==> config.mk <==
export PLATFORM = sky130hd
export DESIGN_NAME = gadget_catcher_flat
export DESIGN_NICKNAME = d
export VERILOG_FILES = /design/src/rtl/gadget_catcher_if.sv /design/src/rtl/gadget_catcher.sv /design/src/flat_wrapper.sv
export SDC_FILE = /design/constraint.sdc
export NUM_CORES = 1
export LEC_CHECK = 0
export ABC_AREA = 1
export BUFFER_PORTS_ARGS = -buffer_cell sky130_fd_sc_hd__buf_4
export CELL_PAD_IN_SITES_DETAIL_PLACEMENT = 1
export CELL_PAD_IN_SITES_GLOBAL_PLACEMENT = 1
export CORE_UTILIZATION = 38
export DETAILED_ROUTE_END_ITERATION = 7
export PLACE_DENSITY_LB_ADDON = 0.1
export SYNTH_ARGS = -nofsm -noshare
export SYNTH_HDL_FRONTEND = slang
export SYNTH_SLANG_ARGS = --single-unit
==> constraint.sdc <==
create_clock -name clk -period 3.7 [get_ports clk]
set_input_delay 0.555 -clock clk [delete_from_list [all_inputs] [get_ports clk]]
set_output_delay 0.555 -clock clk [all_outputs]
set_load 0.02 [all_outputs]
==> src/rtl/gadget_catcher_if.sv <==
// ---------------------------------------------------------------------------
// gadget_catcher_if
// Link between the catcher and the falling-gadget stage.
//
// Handshake (one rule for every transfer on this link):
//   gadget_req   - one-cycle step request from the catcher.
//   gadget_ack   - the gadget stage took a step; gadgetX/gadgetY/gadget_type
//                  are valid in this same cycle and only in this cycle.
//   gadget_frame_term - the gadget stage has no more steps this frame; it
//                  wins over gadget_ack when both are high.
//   gadget_eaten - one-cycle pulse telling the gadget stage to clear its
//                  gadget (caught or missed).
//
// Modports:
//   master - catcher side (drives req/eaten)
//   slave  - gadget stage side (drives ack/frame_term/position/type)
// ---------------------------------------------------------------------------
interface gadget_catcher_if #(
  parameter int PIXELX_W = 10,
  parameter int PIXELY_W = 9,
  parameter int TYPE_W   = 4
);
  logic                gadget_req;
  logic                gadget_eaten;
  logic                gadget_ack;
  logic                gadget_frame_term;
  logic [PIXELX_W-1:0] gadgetX;
  logic [PIXELY_W-1:0] gadgetY;
  logic [TYPE_W-1:0]   gadget_type;

  modport master (
    output gadget_req, gadget_eaten,
    input  gadget_ack, gadget_frame_term, gadgetX, gadgetY, gadget_type
  );

  modport slave (
    input  gadget_req, gadget_eaten,
    output gadget_ack, gadget_frame_term, gadgetX, gadgetY, gadget_type
  );
endinterface

==> src/rtl/gadget_catcher.sv <==
// ---------------------------------------------------------------------------
// gadget_catcher
// Once per frame, steps the falling-gadget stage with a burst of requests,
// tests each acknowledged position against the paddle rectangle and the
// screen bottom, clears the gadget on a catch or miss, and runs a
// frame-counted power-up effect timer after a catch.
//
// Ports:
//   clk, rst          - clock, synchronous active-high reset
//   i_cal_frame       - one-cycle frame-start pulse
//   i_game_start      - synchronous clear, same effect as rst
//   gbus (master)     - req/ack/frame_term/eaten link to the gadget stage
//   i_paddleX/Y       - paddle centre X, paddle top Y
//   o_caught/o_missed - one-cycle result pulses
//   o_frame_done      - one-cycle pulse when the frame's sequence ends
//   o_effect_type     - active effect type (0 = none)
//   o_effect_active   - effect timer nonzero
//   o_overrun         - sticky: frame pulse arrived while busy
//   o_dbg_state       - FSM state (IDLE=0 REQ=1 WAIT=2 CHECK=3 DONE=4)
//   o_dbg_timer       - effect timer value
//
// Optional feature macro: GADGET_EFFECT_STACK_EN
//   defined   - catching the active effect type adds EFFECT_FRAMES to the
//               timer (saturating at 16'hFFFF); another type reloads it.
//   undefined - every catch reloads the timer to EFFECT_FRAMES.
// ---------------------------------------------------------------------------
module gadget_catcher #(
  parameter int PIXELX_W      = 10,
  parameter int PIXELY_W      = 9,
  parameter int TYPE_W        = 4,
  parameter int GADGET_SIZE   = 8,
  parameter int PADDLE_HALF_W = 32,
  parameter int PADDLE_H      = 8,
  parameter int SCREEN_BOTTOM = 470,
  parameter int MAX_STEPS     = 31,
  parameter int WAIT_LIMIT    = 4,
  parameter int EFFECT_FRAMES = 600
) (
  input  logic                 clk,
  input  logic                 rst,
  input  logic                 i_cal_frame,
  input  logic                 i_game_start,
  gadget_catcher_if.master     gbus,
  input  logic [PIXELX_W-1:0]  i_paddleX,
  input  logic [PIXELY_W-1:0]  i_paddleY,
  output logic                 o_caught,
  output logic                 o_missed,
  output logic                 o_frame_done,
  output logic [TYPE_W-1:0]    o_effect_type,
  output logic                 o_effect_active,
  output logic                 o_overrun,
  output logic [2:0]           o_dbg_state,
  output logic [15:0]          o_dbg_timer
);

  localparam int STEP_W = $clog2(MAX_STEPS + 1);
  localparam int WAIT_W = (WAIT_LIMIT > 1) ? $clog2(WAIT_LIMIT) : 1;

  // Geometry constants one bit wider than the pixel buses so sums never wrap.
  localparam logic [PIXELX_W:0] HALF_X = (PIXELX_W+1)'(PADDLE_HALF_W);
  localparam logic [PIXELX_W:0] SIZE_X = (PIXELX_W+1)'(GADGET_SIZE);
  localparam logic [PIXELY_W:0] SIZE_Y = (PIXELY_W+1)'(GADGET_SIZE);
  localparam logic [PIXELY_W:0] PH_Y   = (PIXELY_W+1)'(PADDLE_H);
  localparam logic [PIXELY_W:0] BOT_Y  = (PIXELY_W+1)'(SCREEN_BOTTOM);
  localparam logic [15:0]       EFFECT_T  = 16'(EFFECT_FRAMES);
  localparam logic [STEP_W-1:0] STEP_MAX  = STEP_W'(MAX_STEPS);
  localparam logic [WAIT_W-1:0] WAIT_LAST = WAIT_W'(WAIT_LIMIT - 1);

  typedef enum logic [2:0] {
    S_IDLE  = 3'd0,
    S_REQ   = 3'd1,
    S_WAIT  = 3'd2,
    S_CHECK = 3'd3,
    S_DONE  = 3'd4
  } state_t;

  state_t              state_q, state_d;
  logic [STEP_W-1:0]   step_q;
  logic [WAIT_W-1:0]   wait_q;
  logic [15:0]         timer_q;

  logic clr_cnts, inc_step, inc_wait, clr_wait, catch_now, miss_now;
  logic [15:0] timer_dec, timer_load;

  // Hit test on the position presented with gadget_ack; the registered
  // result (o_caught/o_missed) is what CHECK acts on.
  logic [PIXELX_W:0] px_e, gx_e, left_x, right_x;
  logic [PIXELY_W:0] py_e, gy_e;
  logic              hit_c, low_c;

  assign px_e    = {1'b0, i_paddleX};
  assign gx_e    = {1'b0, gbus.gadgetX};
  assign py_e    = {1'b0, i_paddleY};
  assign gy_e    = {1'b0, gbus.gadgetY};
  assign left_x  = (px_e >= HALF_X) ? (px_e - HALF_X) : '0;
  assign right_x = px_e + HALF_X;
  assign hit_c   = (gbus.gadget_type != '0) &&
                   ((gx_e + SIZE_X) >= left_x) && (gx_e <= right_x) &&
                   ((gy_e + SIZE_Y) >= py_e) && (gy_e <= (py_e + PH_Y));
  assign low_c   = (gy_e >= BOT_Y);

  always_comb begin
    state_d   = state_q;
    clr_cnts  = 1'b0;
    inc_step  = 1'b0;
    inc_wait  = 1'b0;
    clr_wait  = 1'b0;
    catch_now = 1'b0;
    miss_now  = 1'b0;
    case (state_q)
      S_IDLE: begin
        if (i_cal_frame) begin
          clr_cnts = 1'b1;
          state_d  = S_REQ;
        end
      end
      S_REQ: begin
        inc_step = 1'b1;
        state_d  = S_WAIT;
      end
      S_WAIT: begin
        if (gbus.gadget_frame_term) begin
          state_d = S_DONE;
        end else if (gbus.gadget_ack) begin
          catch_now = hit_c;
          miss_now  = !hit_c && low_c;
          state_d   = S_CHECK;
        end else if (wait_q == WAIT_LAST) begin
          clr_wait = 1'b1;
          state_d  = S_REQ;
        end else begin
          inc_wait = 1'b1;
        end
      end
      S_CHECK: begin
        if (o_caught || o_missed)  state_d = S_DONE;
        else if (step_q == STEP_MAX) state_d = S_DONE;
        else                        state_d = S_REQ;
      end
      S_DONE:  state_d = S_IDLE;
      default: state_d = S_IDLE;
    endcase
  end

  // Effect timer candidates: per-frame decrement and the value a catch loads.
  always_comb begin
    timer_dec = timer_q;
    if (i_cal_frame && (timer_q != 16'd0)) timer_dec = timer_q - 16'd1;
    timer_load = EFFECT_T;
`ifdef GADGET_EFFECT_STACK_EN
    if (gbus.gadget_type == o_effect_type) begin
      logic [16:0] stack_sum;
      stack_sum  = {1'b0, timer_q} + {1'b0, EFFECT_T};
      timer_load = stack_sum[16] ? 16'hFFFF : stack_sum[15:0];
    end
`endif
  end

  always_ff @(posedge clk) begin
    if (rst || i_game_start) begin
      state_q           <= S_IDLE;
      step_q            <= '0;
      wait_q            <= '0;
      timer_q           <= '0;
      gbus.gadget_req   <= 1'b0;
      gbus.gadget_eaten <= 1'b0;
      o_caught          <= 1'b0;
      o_missed          <= 1'b0;
      o_frame_done      <= 1'b0;
      o_effect_type     <= '0;
      o_overrun         <= 1'b0;
    end else begin
      state_q <= state_d;

      // Saturates so heavy re-issuing can never skip past the cap.
      if (clr_cnts)                        step_q <= '0;
      else if (inc_step && step_q != STEP_MAX) step_q <= step_q + 1'b1;

      if (clr_cnts || clr_wait) wait_q <= '0;
      else if (inc_wait)        wait_q <= wait_q + 1'b1;

      // Pulses are flops keyed off the next state / this cycle's decision.
      gbus.gadget_req   <= (state_d == S_REQ);
      o_frame_done      <= (state_d == S_DONE);
      o_caught          <= catch_now;
      o_missed          <= miss_now;
      gbus.gadget_eaten <= catch_now || miss_now;

      if (i_cal_frame && (state_q != S_IDLE)) o_overrun <= 1'b1;

      // A catch in the same cycle as a frame decrement takes the catch value.
      if (catch_now) begin
        timer_q       <= timer_load;
        o_effect_type <= gbus.gadget_type;
      end else begin
        timer_q <= timer_dec;
        if (timer_dec == 16'd0) o_effect_type <= '0;
      end
    end
  end

  assign o_effect_active = (timer_q != 16'd0);
  assign o_dbg_state     = state_q;
  assign o_dbg_timer     = timer_q;

endmodule
==> src/flat_wrapper.sv <==
// flat-port wrapper written by rule: the top's interface ports become plain ports
module gadget_catcher_flat 
#(
  parameter int PIXELX_W      = 10,
  parameter int PIXELY_W      = 9,
  parameter int TYPE_W        = 4,
  parameter int GADGET_SIZE   = 8,
  parameter int PADDLE_HALF_W = 32,
  parameter int PADDLE_H      = 8,
  parameter int SCREEN_BOTTOM = 470,
  parameter int MAX_STEPS     = 31,
  parameter int WAIT_LIMIT    = 4,
  parameter int EFFECT_FRAMES = 600
)
  (clk, rst, i_cal_frame, i_game_start, i_paddleX, i_paddleY, o_caught, o_missed, o_frame_done, o_effect_type, o_effect_active, o_overrun, o_dbg_state, o_dbg_timer, gbus_gadget_req, gbus_gadget_eaten, gbus_gadget_ack, gbus_gadget_frame_term, gbus_gadgetX, gbus_gadgetY, gbus_gadget_type);
  gadget_catcher_if #(.PIXELX_W(PIXELX_W), .PIXELY_W(PIXELY_W), .TYPE_W(TYPE_W)) gbus_i ();
  input  logic clk;
  input  logic rst;
  input  logic i_cal_frame;
  input  logic i_game_start;
  input  logic [PIXELX_W-1:0] i_paddleX;
  input  logic [PIXELY_W-1:0] i_paddleY;
  output logic o_caught;
  output logic o_missed;
  output logic o_frame_done;
  output logic [TYPE_W-1:0] o_effect_type;
  output logic o_effect_active;
  output logic o_overrun;
  output logic [2:0] o_dbg_state;
  output logic [15:0] o_dbg_timer;
  output wire logic [$bits(gbus_i.gadget_req)-1:0] gbus_gadget_req;
  output wire logic [$bits(gbus_i.gadget_eaten)-1:0] gbus_gadget_eaten;
  input wire logic [$bits(gbus_i.gadget_ack)-1:0] gbus_gadget_ack;
  input wire logic [$bits(gbus_i.gadget_frame_term)-1:0] gbus_gadget_frame_term;
  input wire logic [$bits(gbus_i.gadgetX)-1:0] gbus_gadgetX;
  input wire logic [$bits(gbus_i.gadgetY)-1:0] gbus_gadgetY;
  input wire logic [$bits(gbus_i.gadget_type)-1:0] gbus_gadget_type;
  assign gbus_gadget_req = gbus_i.gadget_req;
  assign gbus_gadget_eaten = gbus_i.gadget_eaten;
  assign gbus_i.gadget_ack = gbus_gadget_ack;
  assign gbus_i.gadget_frame_term = gbus_gadget_frame_term;
  assign gbus_i.gadgetX = gbus_gadgetX;
  assign gbus_i.gadgetY = gbus_gadgetY;
  assign gbus_i.gadget_type = gbus_gadget_type;
  gadget_catcher #(.PIXELX_W(PIXELX_W), .PIXELY_W(PIXELY_W), .TYPE_W(TYPE_W), .GADGET_SIZE(GADGET_SIZE), .PADDLE_HALF_W(PADDLE_HALF_W), .PADDLE_H(PADDLE_H), .SCREEN_BOTTOM(SCREEN_BOTTOM), .MAX_STEPS(MAX_STEPS), .WAIT_LIMIT(WAIT_LIMIT), .EFFECT_FRAMES(EFFECT_FRAMES)) u_core (.clk(clk), .rst(rst), .i_cal_frame(i_cal_frame), .i_game_start(i_game_start), .gbus(gbus_i), .i_paddleX(i_paddleX), .i_paddleY(i_paddleY), .o_caught(o_caught), .o_missed(o_missed), .o_frame_done(o_frame_done), .o_effect_type(o_effect_type), .o_effect_active(o_effect_active), .o_overrun(o_overrun), .o_dbg_state(o_dbg_state), .o_dbg_timer(o_dbg_timer));
endmodule
==> results of run 1 <==
## sequential cells by signal, indices dropped and copies added, names as in the netlist, 2 cells and up
signal / cells
u_core.o_dbg_state: 3
u_core.o_dbg_timer: 16
u_core.o_effect_type: 4
u_core.step_q: 5
u_core.wait_q: 2
## worst max-delay path: cells and delay by family
family	cells	cell delay, ps
AO/OA/AOI/OAI	1	80
AND/OR/NAND/NOR	15	1830
adder cells (fa/ha/maj)	2	340
buffers and inverters	5	600
## per-layer routing
layer	track usage	wire, um
met5	0	0
met4	0.0586	114
met3	0.0236	191
met2	0.408	5210
met1	0.270	4550
## where the power goes
group          internal, mW  switching (mW)  total [mW]
Clock                 0.200           0.152       0.352
Combinational         0.856            1.54        2.40
Sequential            0.453           0.109       0.563
## logic make-up (layout without fill, tap and decap cells)
logic type,Yosys count,in the layout,synth area share
flops,36,36,0.204
simple gates,299,299,0.376
buf+inv,91,172,0.103
fa+ha+maj,47,47,0.167
xor+xnor,22,22,0.0546
compound gates,61,61,0.0954
## per-stage QoR
stage	total power, mW	hold slack [ps]
5_1_grt	3.66	480
2_1_floorplan	2.38	443
6_report	3.31	472
4_1_cts	3.35	464
3_5_place_dp	2.96	467
3_3_place_gp	2.91	452
## path summary, 6_finish.rpt
kind / endpoint / cells past startpoint / from
hold / removal: u_core.o_effect_type[2] / 3 / gbus_gadget_type[2]
setup reg to reg: u_core.o_effect_type[2] / 13 / u_core.o_dbg_timer[0]
hold reg to reg: u_core.step_q[3] / 2 / u_core.step_q[3]
setup / recovery: u_core.o_dbg_timer[7] / 23 / i_paddleX[5]
## cells in the mapped netlist (7+ instances only)
cell type and n:
o21ai_0 13, inv_1 86, nor3_1 7, nor2_1 70, xor2_1 17, ha_1 47, nor2_2 7, nand2_2 11
a21oi_1 34, nand3_1 27, dfxtp_1 36, nand2_1 152
## layout make-up
class	instances	area [sq um]	share of cell area
tap	108	135	0.0313
inverter	87	327	0.0758
clock inverter	2	35.0	0.00813
clock buffer	6	72.6	0.0168
timing repair buffer	77	578	0.134
multi-input combinational	429	2440	0.567
sequential	36	721	0.167
==> results.sh, run 1 <==
export IMPL_setup_viol=0
export IMPL_synth_edf_count=0
export IMPL_syn_to_final_growth_pct=22.2
export IMPL_wirelength_mm=10.1
export IMPL_crit_arrival_ps=3400
export IMPL_slew_violations=0
export IMPL_port_buffers=77
export IMPL_slew_headroom=0.513
export IMPL_drt_iter0_drc=83
export IMPL_place_ws_ps=100
export IMPL_rsz0062_at_grt="no"
export IMPL_tns_ps=0
export IMPL_ys_seq_area_frac=0.204
export IMPL_post_place_cells=737
export IMPL_yosys_cell_types_count=34
export IMPL_final_cell_area_sq_um=4310
export IMPL_numCtsBuffers=5
export IMPL_cpMostUsedCell="nor2_1"
export IMPL_rrSetupSlack_ps=1510
export IMPL_core_area_sq_um=8850
export IMPL_finalCritPeriodShare=0.873
export IMPL_diodes=0
export IMPL_cts_sinks=36
export IMPL_power_per_cell_area_nw_per_um2=768
export IMPL_peakVddDrop_mv=0.368
export IMPL_synth_area_sq_um=3530
export IMPL_dp_hpwl_mm=8.52
export IMPL_chipWidth_um=98.3
export IMPL_startpoint_type="primary input"
export IMPL_drive_above_1_share=0.176
export IMPL_hold_path_class="primary input to flop"
export IMPL_clk_latency_ps=290
export IMPL_grt_pass1_vias=3881
export IMPL_fillCellCount=1227
export IMPL_setup_slack_ps=472
export IMPL_max_clock_freq_mhz=310
export IMPL_cp_data_required_time_ps=3870
export IMPL_layout_common_cells="nand2_1 (152), inv_1 (86), buf_4 (77)"
export IMPL_period_needed_ps=3230
export IMPL_finClkSkew_ps=5.58
export IMPL_pin_count=78
export IMPL_grt_pass1_wl_mm=17.5
export IMPL_syn_nets=651
export IMPL_async_flop_share=0
export IMPL_ctsResizeCount=0
export IMPL_die_y_um=98.3
export IMPL_hold_violations=0
export IMPL_cts_root_buf="clkbuf_8"
export IMPL_wl_per_cell_um=13.5
export IMPL_yosysWarnings=0
export IMPL_final_util=0.487
export IMPL_hold_buffers=0
export IMPL_antenna_left=0
export IMPL_grt_usage=0.221
export IMPL_slowest_delay_ps=250
export IMPL_place_congestion=0.812
export IMPL_cts_setup_buffers=0
export IMPL_cts_max_level=2
export IMPL_synthCells=556
export IMPL_viasPerCell=4.98
export IMPL_cts_path_max_buffers=2
export IMPL_layout_commonest_cell="nand2_1"
export IMPL_antenna_found_initial=0
export IMPL_post_synth_main_area_contributors="dfxtp_1 (20%), ha_1 (17%), nand2_1 (16%)"
export IMPL_total_leakage_power_nw=2.41
export IMPL_ys_ff_latch=36
export IMPL_critPathMaxFanout=12
export IMPL_violations="design-rule violations"
export IMPL_yosysTopAreaCell="dfxtp_1"
export IMPL_overflow=0
export IMPL_end_kind="flop"
export IMPL_synth_ff_type="dfxtp_1"
export IMPL_start_util=0.399
export IMPL_worst_setup_path_type="primary input to flop"
export IMPL_syn_avg_cell_area_sq_um=6.34
export IMPL_cp_slowest_cell="nand2_2"
export IMPL_cap_violations=0
export IMPL_post_layout_nonfiller_instances=745
export IMPL_drc=1
export IMPL_worst_pin_slew_ps=730
export IMPL_clkTransAtPathRegs_ps=70
export IMPL_yosysTopAreaCellShare=0.204
export IMPL_dpl_cell_area_sq_um=4200
export IMPL_vias=3713
export IMPL_nNetsFinal=731
export IMPL_path_cells="buf_4 -> inv_1 -> ha_1 -> inv_1 -> nor2_1 -> nand2_1 -> nor2_1 -> inv_1 -> nor2_1 -> clkinv_1 -> nand4_1 -> ha_1 -> nand2_1 -> nor2_1 -> nand3_1 -> nand2_1 -> nor2_1 -> nor2_1 -> nand3_1 -> nor2_2 -> nand2_4 -> nand2_2 -> a21oi_1"
export IMPL_first_pass_iters=8
export IMPL_status="complete, but fails checks"
export IMPL_tritoncts="built"
export IMPL_grt_max_degree=18
export IMPL_num_rows=34
export IMPL_dieArea_sq_um=9670
Power figures use the tool's default switching activity.
==> run 2, diff against run 1 <==
CELL_PAD_IN_SITES_DETAIL_PLACEMENT = default   (was 1)
CELL_PAD_IN_SITES_GLOBAL_PLACEMENT = default   (was 1)
CORE_UTILIZATION = 40   (was 38)
PLACE_DENSITY_LB_ADDON = default   (was 0.1)
==> run 2 against run 1 <==
The run now ends clean. Combinational power fell by 5%. Via count is 3.8% lower. Clock skew down 2.8 ps. Clock power down 18%. Register-to-register slack improved by 70 ps. Power fell by 5.1%. First-iteration DRC count is 7.2% lower. Critical path depth is the same. Non-clock buffer count did not move. Sequential share of layout area up 0.083 points.
==> results.sh, run 2 (synthesis gave the netlist of run 1 again) <==
export IMPL_status="finished clean"
export IMPL_syn_to_final_growth_pct=21.6
export IMPL_drt_iter0_drc=77
export IMPL_antenna_found_initial=0
export IMPL_grt_max_degree=18
export IMPL_power_per_cell_area_nw_per_um2=733
export IMPL_slew_violations=0
export IMPL_nNetsFinal=731
export IMPL_slew_headroom=0.548
export IMPL_place_ws_ps=273
export IMPL_grt_usage=0.198
export IMPL_layout_common_cells="nand2_1 (152), inv_1 (86), buf_4 (77)"
export IMPL_cts_sinks=36
export IMPL_hold_depth=3
export IMPL_vias=3573
export IMPL_min_delay_start="gbus_gadget_type[2]"
export IMPL_grt_pass1_vias=3337
export IMPL_cts_max_level=2
export IMPL_final_util=0.512
export IMPL_critPathMaxFanout=12
export IMPL_worst_pin_slew_ps=678
export IMPL_hold_violations=0
export IMPL_tns_ps=0
export IMPL_place_congestion=0.803
export IMPL_num_rows=33
export IMPL_viasPerCell=4.82
export IMPL_diodes=0
export IMPL_total_leakage_power_nw=2.40
export IMPL_max_clock_freq_mhz=322
export IMPL_cp_data_required_time_ps=3870
export IMPL_finClkSkew_ps=2.75
export IMPL_end_kind="flop"
export IMPL_dp_hpwl_mm=7.35
export IMPL_first_pass_iters=4
export IMPL_cts_path_max_buffers=2
export IMPL_reg2regPathDepth=13
export IMPL_numCtsBuffers=5
export IMPL_r2r_end="u_core.o_effect_type[3]"
export IMPL_cap_violations=0
export IMPL_peakVddDrop_mv=0.394
export IMPL_chipWidth_um=95.9
export IMPL_worst_setup_path_type="primary input to flop"
export IMPL_setup_slack_ps=592
export IMPL_startpoint_type="primary input"
export IMPL_die_y_um=95.9
export IMPL_core_area_sq_um=8380
export IMPL_rrSetupSlack_ps=1580
export IMPL_regToRegStartpoint="u_core.o_dbg_timer[1]"
export IMPL_wirelength_mm=8.59
export IMPL_grt_pass1_wl_mm=14.3
export IMPL_finalCritPeriodShare=0.840
export IMPL_setup_viol=0
export IMPL_drive_above_1_share=0.174
export IMPL_period_needed_ps=3110
export IMPL_layout_commonest_cell="nand2_1"
export IMPL_antenna_left=0
export IMPL_clk_latency_ps=290
export IMPL_start_util=0.421
export IMPL_pin_count=78
export IMPL_overflow=0
export IMPL_hold_buffers=0
export IMPL_holdPathEnd="u_core.o_effect_type[2]"
export IMPL_ctsResizeCount=0
export IMPL_tritoncts="built"
export IMPL_hold_path_class="primary input to flop"
export IMPL_largest_register_ffs=16
export IMPL_port_buffers=77
export IMPL_rsz0062_at_grt="no"
export IMPL_cts_setup_buffers=0
export IMPL_crit_arrival_ps=3280
export IMPL_drc=0
export IMPL_dieArea_sq_um=9200
export IMPL_cts_root_buf="clkbuf_8"
export IMPL_clkTransAtPathRegs_ps=70
export IMPL_wl_per_cell_um=11.6
run 2: cell count changes in the layout (fill, tap and decap cells not counted):
cell,before,now
clkbuf_1,1,2
clkbuf_8,5,6
clkinv_2,1,0
bufinv_16,1,0
run 2: report_power, final:
| part | internal [mW] | switching (mW) |
|---|---|---|
| Sequential | 0.453 | 0.108 |
| Clock | 0.152 | 0.138 |
| Combinational | 0.853 | 1.44 |
| Total | 1.46 | 1.69 |
run 2: per-layer routing:
metal / GRT usage / wire length [um]
met4: 0.0535 / 70
met2: 0.358 / 4200
met3: 0.0332 / 362
met5: 0 / 0
met1: 0.241 / 3960
run 2: worst max-delay path: stages:
cell and delay (ps):
buf_4 130, inv_1 140, ha_1 190, inv_1 40, nor2_1 110, nand2_1 80
nor2_1 120, inv_1 50, nor2_1 140, clkinv_1 230, nand4_1 150, ha_1 140
nand2_1 90, nor2_1 130, nand3_1 90, nand3_1 70, nor2_1 40, nor2_1 80
nand3_1 80, nor2_2 180, nand2_4 120, nand2_2 230, a21oi_1 70
run 2: how the worst max path moves through the flow:
stage / start / endpoint / slack, ps / cells after the start
finish: i_paddleX[5] / u_core.o_dbg_timer[10] / 590 / 23
global route: i_paddleX[5] / u_core.o_dbg_timer[14] / 190 / 23
CTS: i_paddleX[5] / u_core.o_dbg_timer[2] / 580 / 23
detailed placement: i_paddleX[5] / u_core.o_dbg_timer[2] / 270 / 23
global placement: i_paddleX[5] / u_core.o_dbg_timer[15] / 410 / 23
floorplan: i_paddleX[5] / u_core.o_dbg_timer[5] / 830 / 23
run 2: area by class of cell:
| cell class | count | area (sq um) |
|---|---|---|
| Fill cell | 875 | 4090 |
| Timing Repair Buffer | 77 | 578 |
| Inverter | 87 | 327 |
| Sequential cell | 36 | 721 |
| Clock buffer | 8 | 90.1 |
| Tap cell | 105 | 131 |
| Multi-Input combinational cell | 429 | 2440 |
run 2: per-stage QoR:
stage          instance area (sq um)  power (mW)  hold slack [ps]  instances
2_1_floorplan                   3530        2.38              443        556
3_3_place_gp                    4200        2.84              452        734
3_5_place_dp                    4200        2.87              464        734
4_1_cts                         4290        3.17              468        742
5_1_grt                         4290        3.51              485        742
6_report                        4290        3.14              472        742
==> run 3, diff against run 2 <==
ABC_AREA = 0   (was 1)
PLACE_DENSITY = 0.65   (was default)
clock period = 2.58 ns   (was 3.7 ns; I/O delays follow)
==> run 3 against run 2 <==
The run now ends with negative setup slack left. Sequential power increased by 44%. Final cell count decreased by 18%. Routed wire length fell by 0.85%. Non-clock buffer count increased by 59. Sequential cell count stayed put. First-iteration DRC count rose by 17%. Critical path type unchanged. Via count down 9.9%. Synthesized cell count fell by 33%. Synthesized area fell by 11%. Largest power group unchanged. Worst setup slack lost 720 ps.
==> results.sh, run 3 <==
export IMPL_syn_to_final_growth_pct=49.6
export IMPL_ys_ff_latch=36
export IMPL_max_clock_freq_mhz=370
export IMPL_syn_nets=469
export IMPL_synth_top_family_by_area="simple AND/OR/NAND/NOR gates"
export IMPL_layout_common_cells="buf_4 (125), ha_1 (37), dfxtp_1 (36)"
export IMPL_drc=0
export IMPL_synth_area_sq_um=3140
export IMPL_yosysWarnings=0
export IMPL_numCtsBuffers=5
export IMPL_chipWidth_um=90.6
export IMPL_drt_iter0_drc=90
export IMPL_hold_depth=2
export IMPL_dp_hpwl_mm=6.69
export IMPL_post_synth_main_area_contributors="dfxtp_1 (23%), ha_1 (19%), xor2_1 (4.5%)"
export IMPL_antenna_found_initial=0
export IMPL_period_needed_ps=2700
export IMPL_grt_pass1_vias=3154
export IMPL_first_pass_iters=4
export IMPL_hold_violations=0
export IMPL_viasPerCell=5.30
export IMPL_die_y_um=90.6
export IMPL_grt_usage=0.202
export IMPL_cap_violations=0
export IMPL_largest_register_ffs=16
export IMPL_cts_root_buf="clkbuf_8"
export IMPL_dieArea_sq_um=8200
export IMPL_yosysTopAreaCell="dfxtp_1"
export IMPL_hold_buffers=0
export IMPL_pin_count=78
export IMPL_finClkSkew_ps=8.23
export IMPL_cts_path_max_buffers=2
export IMPL_nNetsFinal=602
export IMPL_cp_data_required_time_ps=2770
export IMPL_synth_ff_type="dfxtp_1"
export IMPL_synth_simple_area_share=0.295
export IMPL_slew_headroom=0.478
export IMPL_yosys_cell_types_count=55
export IMPL_wl_per_cell_um=14.0
export IMPL_worst_pin_slew_ps=777
export IMPL_total_leakage_power_nw=2.19
export IMPL_synth_xor_area_frac=0.0865
export IMPL_hold_path_class="primary input to flop"
export IMPL_clkTransAtPathRegs_ps=80
export IMPL_diodes=0
export IMPL_overflow=0
export IMPL_rrSetupSlack_ps=-10
export IMPL_worst_setup_path_type="primary input to flop"
export IMPL_peakVddDrop_mv=0.576
export IMPL_startpoint_type="primary input"
export IMPL_critPathMaxFanout=5
export IMPL_yosysTopAreaCellShare=0.230
export IMPL_antenna_left=0
export IMPL_synthAdderAreaFrac=0.187
export IMPL_wirelength_mm=8.52
export IMPL_ys_seq_area_frac=0.230
export IMPL_crit_arrival_ps=2890
export IMPL_power_per_cell_area_nw_per_um2=946
export IMPL_slew_violations=0
export IMPL_vias=3219
export IMPL_violations="negative setup slack"
export IMPL_tns_ps=-1440
export IMPL_grt_max_degree=14
export IMPL_status="complete, but fails checks"
export IMPL_drive_above_1_share=0.386
export IMPL_tritoncts="built"
export IMPL_synth_edf_count=0
export IMPL_place_ws_ps=-578
export IMPL_synthCells=374
export IMPL_core_area_sq_um=7410
export IMPL_port_buffers=77
export IMPL_start_util=0.424
export IMPL_setup_viol=20
export IMPL_synth_compound_area_share=0.133
export IMPL_layout_commonest_cell="buf_4"
export IMPL_setup_slack_ps=-124
export IMPL_end_kind="flop"
export IMPL_syn_avg_cell_area_sq_um=8.39
export IMPL_clk_latency_ps=290
export IMPL_num_rows=31
export IMPL_cts_sinks=36
export IMPL_finalCritPeriodShare=1.05
export IMPL_synth_mux_area_frac=0.0191
export IMPL_synth_top_cells_by_count="ha_1 (47), dfxtp_1 (36), nor2_1 (34)"
export IMPL_grt_pass1_wl_mm=13.8
export IMPL_cts_max_level=2
export IMPL_rsz0062_at_grt="yes"
export IMPL_reg2regPathDepth=9
export IMPL_yosysMostFrequentCell="ha_1"
export IMPL_async_flop_share=0
export IMPL_place_congestion=0.865
-- run 3: cell count changes after synthesis, moves of 6 or more --
| cell | change |
|---|---|
| a21oi_1 | -16 |
| inv_1 | -61 |
| mux2i_1 | +6 |
| nand2_1 | -124 |
| nand2_2 | -11 |
| nand2b_1 | +7 |
| nor2_1 | -36 |
| nor2_2 | -7 |
| nor3_1 | +8 |
| o21ai_0 | -10 |
| xnor2_1 | +10 |
-- run 3: repair_timing --
action,4_1_cts,5_1_grt
pin swaps,22,23
buffers inserted,3,1
endpoints found under the hold margin,0,0
endpoints found under the setup margin,22,22
gates resized for setup,29,31
-- run 3: layer usage --
| layer | global-route usage | vias to the layer above | part of all wire |
|---|---|---|---|
| met5 | 0 | - | 0 |
| li1 | - | 1630 | - |
| met2 | 0.362 | 89 | 0.51 |
| met4 | 0.0618 | 0 | 0.0069 |
| met1 | 0.249 | 1496 | 0.44 |
| met3 | 0.0244 | 4 | 0.046 |
-- run 3: path summary, 6_finish.rpt --
kind | startpoint | to
worst min register to register | u_core.wait_q[1] | u_core.wait_q[1]
worst max-delay path | i_paddleX[0] | u_core.o_effect_type[2]
worst min-delay path | gbus_gadget_type[1] | u_core.o_effect_type[1]
worst max register to register | u_core.o_dbg_timer[1] | u_core.o_effect_type[2]
-- run 3: final cells by class --
cell class	instances	area, sq um
Tap cell	99	124
Fill cell	634	2720
Clock inverter	3	46.3
Sequential cell	36	721
Clock buffer	5	68.8
Multi-Input combinational cell	303	2540
Inverter	25	104
Timing Repair Buffer	136	1090
-- run 3: logic make-up after synthesis --
family,count (synthesis)
compound gates,56
xor+xnor,31
fa+ha+maj,47
buf+inv,35
flops,36
mux,6
simple gates,163
-- run 3: metrics by stage --
| step | total power, mW | utilization | cell area (sq um) | cells | hold slack [ps] |
|---|---|---|---|---|---|
| 6_report | 4.44 | 0.634 | 4690 | 607 | 313 |
| 5_1_grt | 4.77 | 0.634 | 4690 | 607 | 304 |
| 4_1_cts | 4.38 | 0.612 | 4540 | 606 | 304 |
| 3_5_place_dp | 3.82 | 0.572 | 4240 | 595 | 472 |
| 3_3_place_gp | 3.78 | 0.572 | 4240 | 595 | 460 |
| 2_1_floorplan | 2.95 | - | 3240 | 374 | 450 |
-- run 3: where the power goes --
part	internal (mW)	total, mW	switching [mW]
Clock	0.291	0.512	0.221
Sequential	0.666	0.812	0.146
Combinational	1.52	3.12	1.60
Total	2.47	4.44	1.97
-- run 3: critical path: stages --
cell and delay, ps:
buf_4 90, nor4_2 30, and4_1 200, or3_4 410, and2_4 170, ha_4 250
nand2b_4 110, nand3_2 70, a2111o_1 430, a21oi_2 140, and4_4 240, a311oi_4 110
a22o_1 260
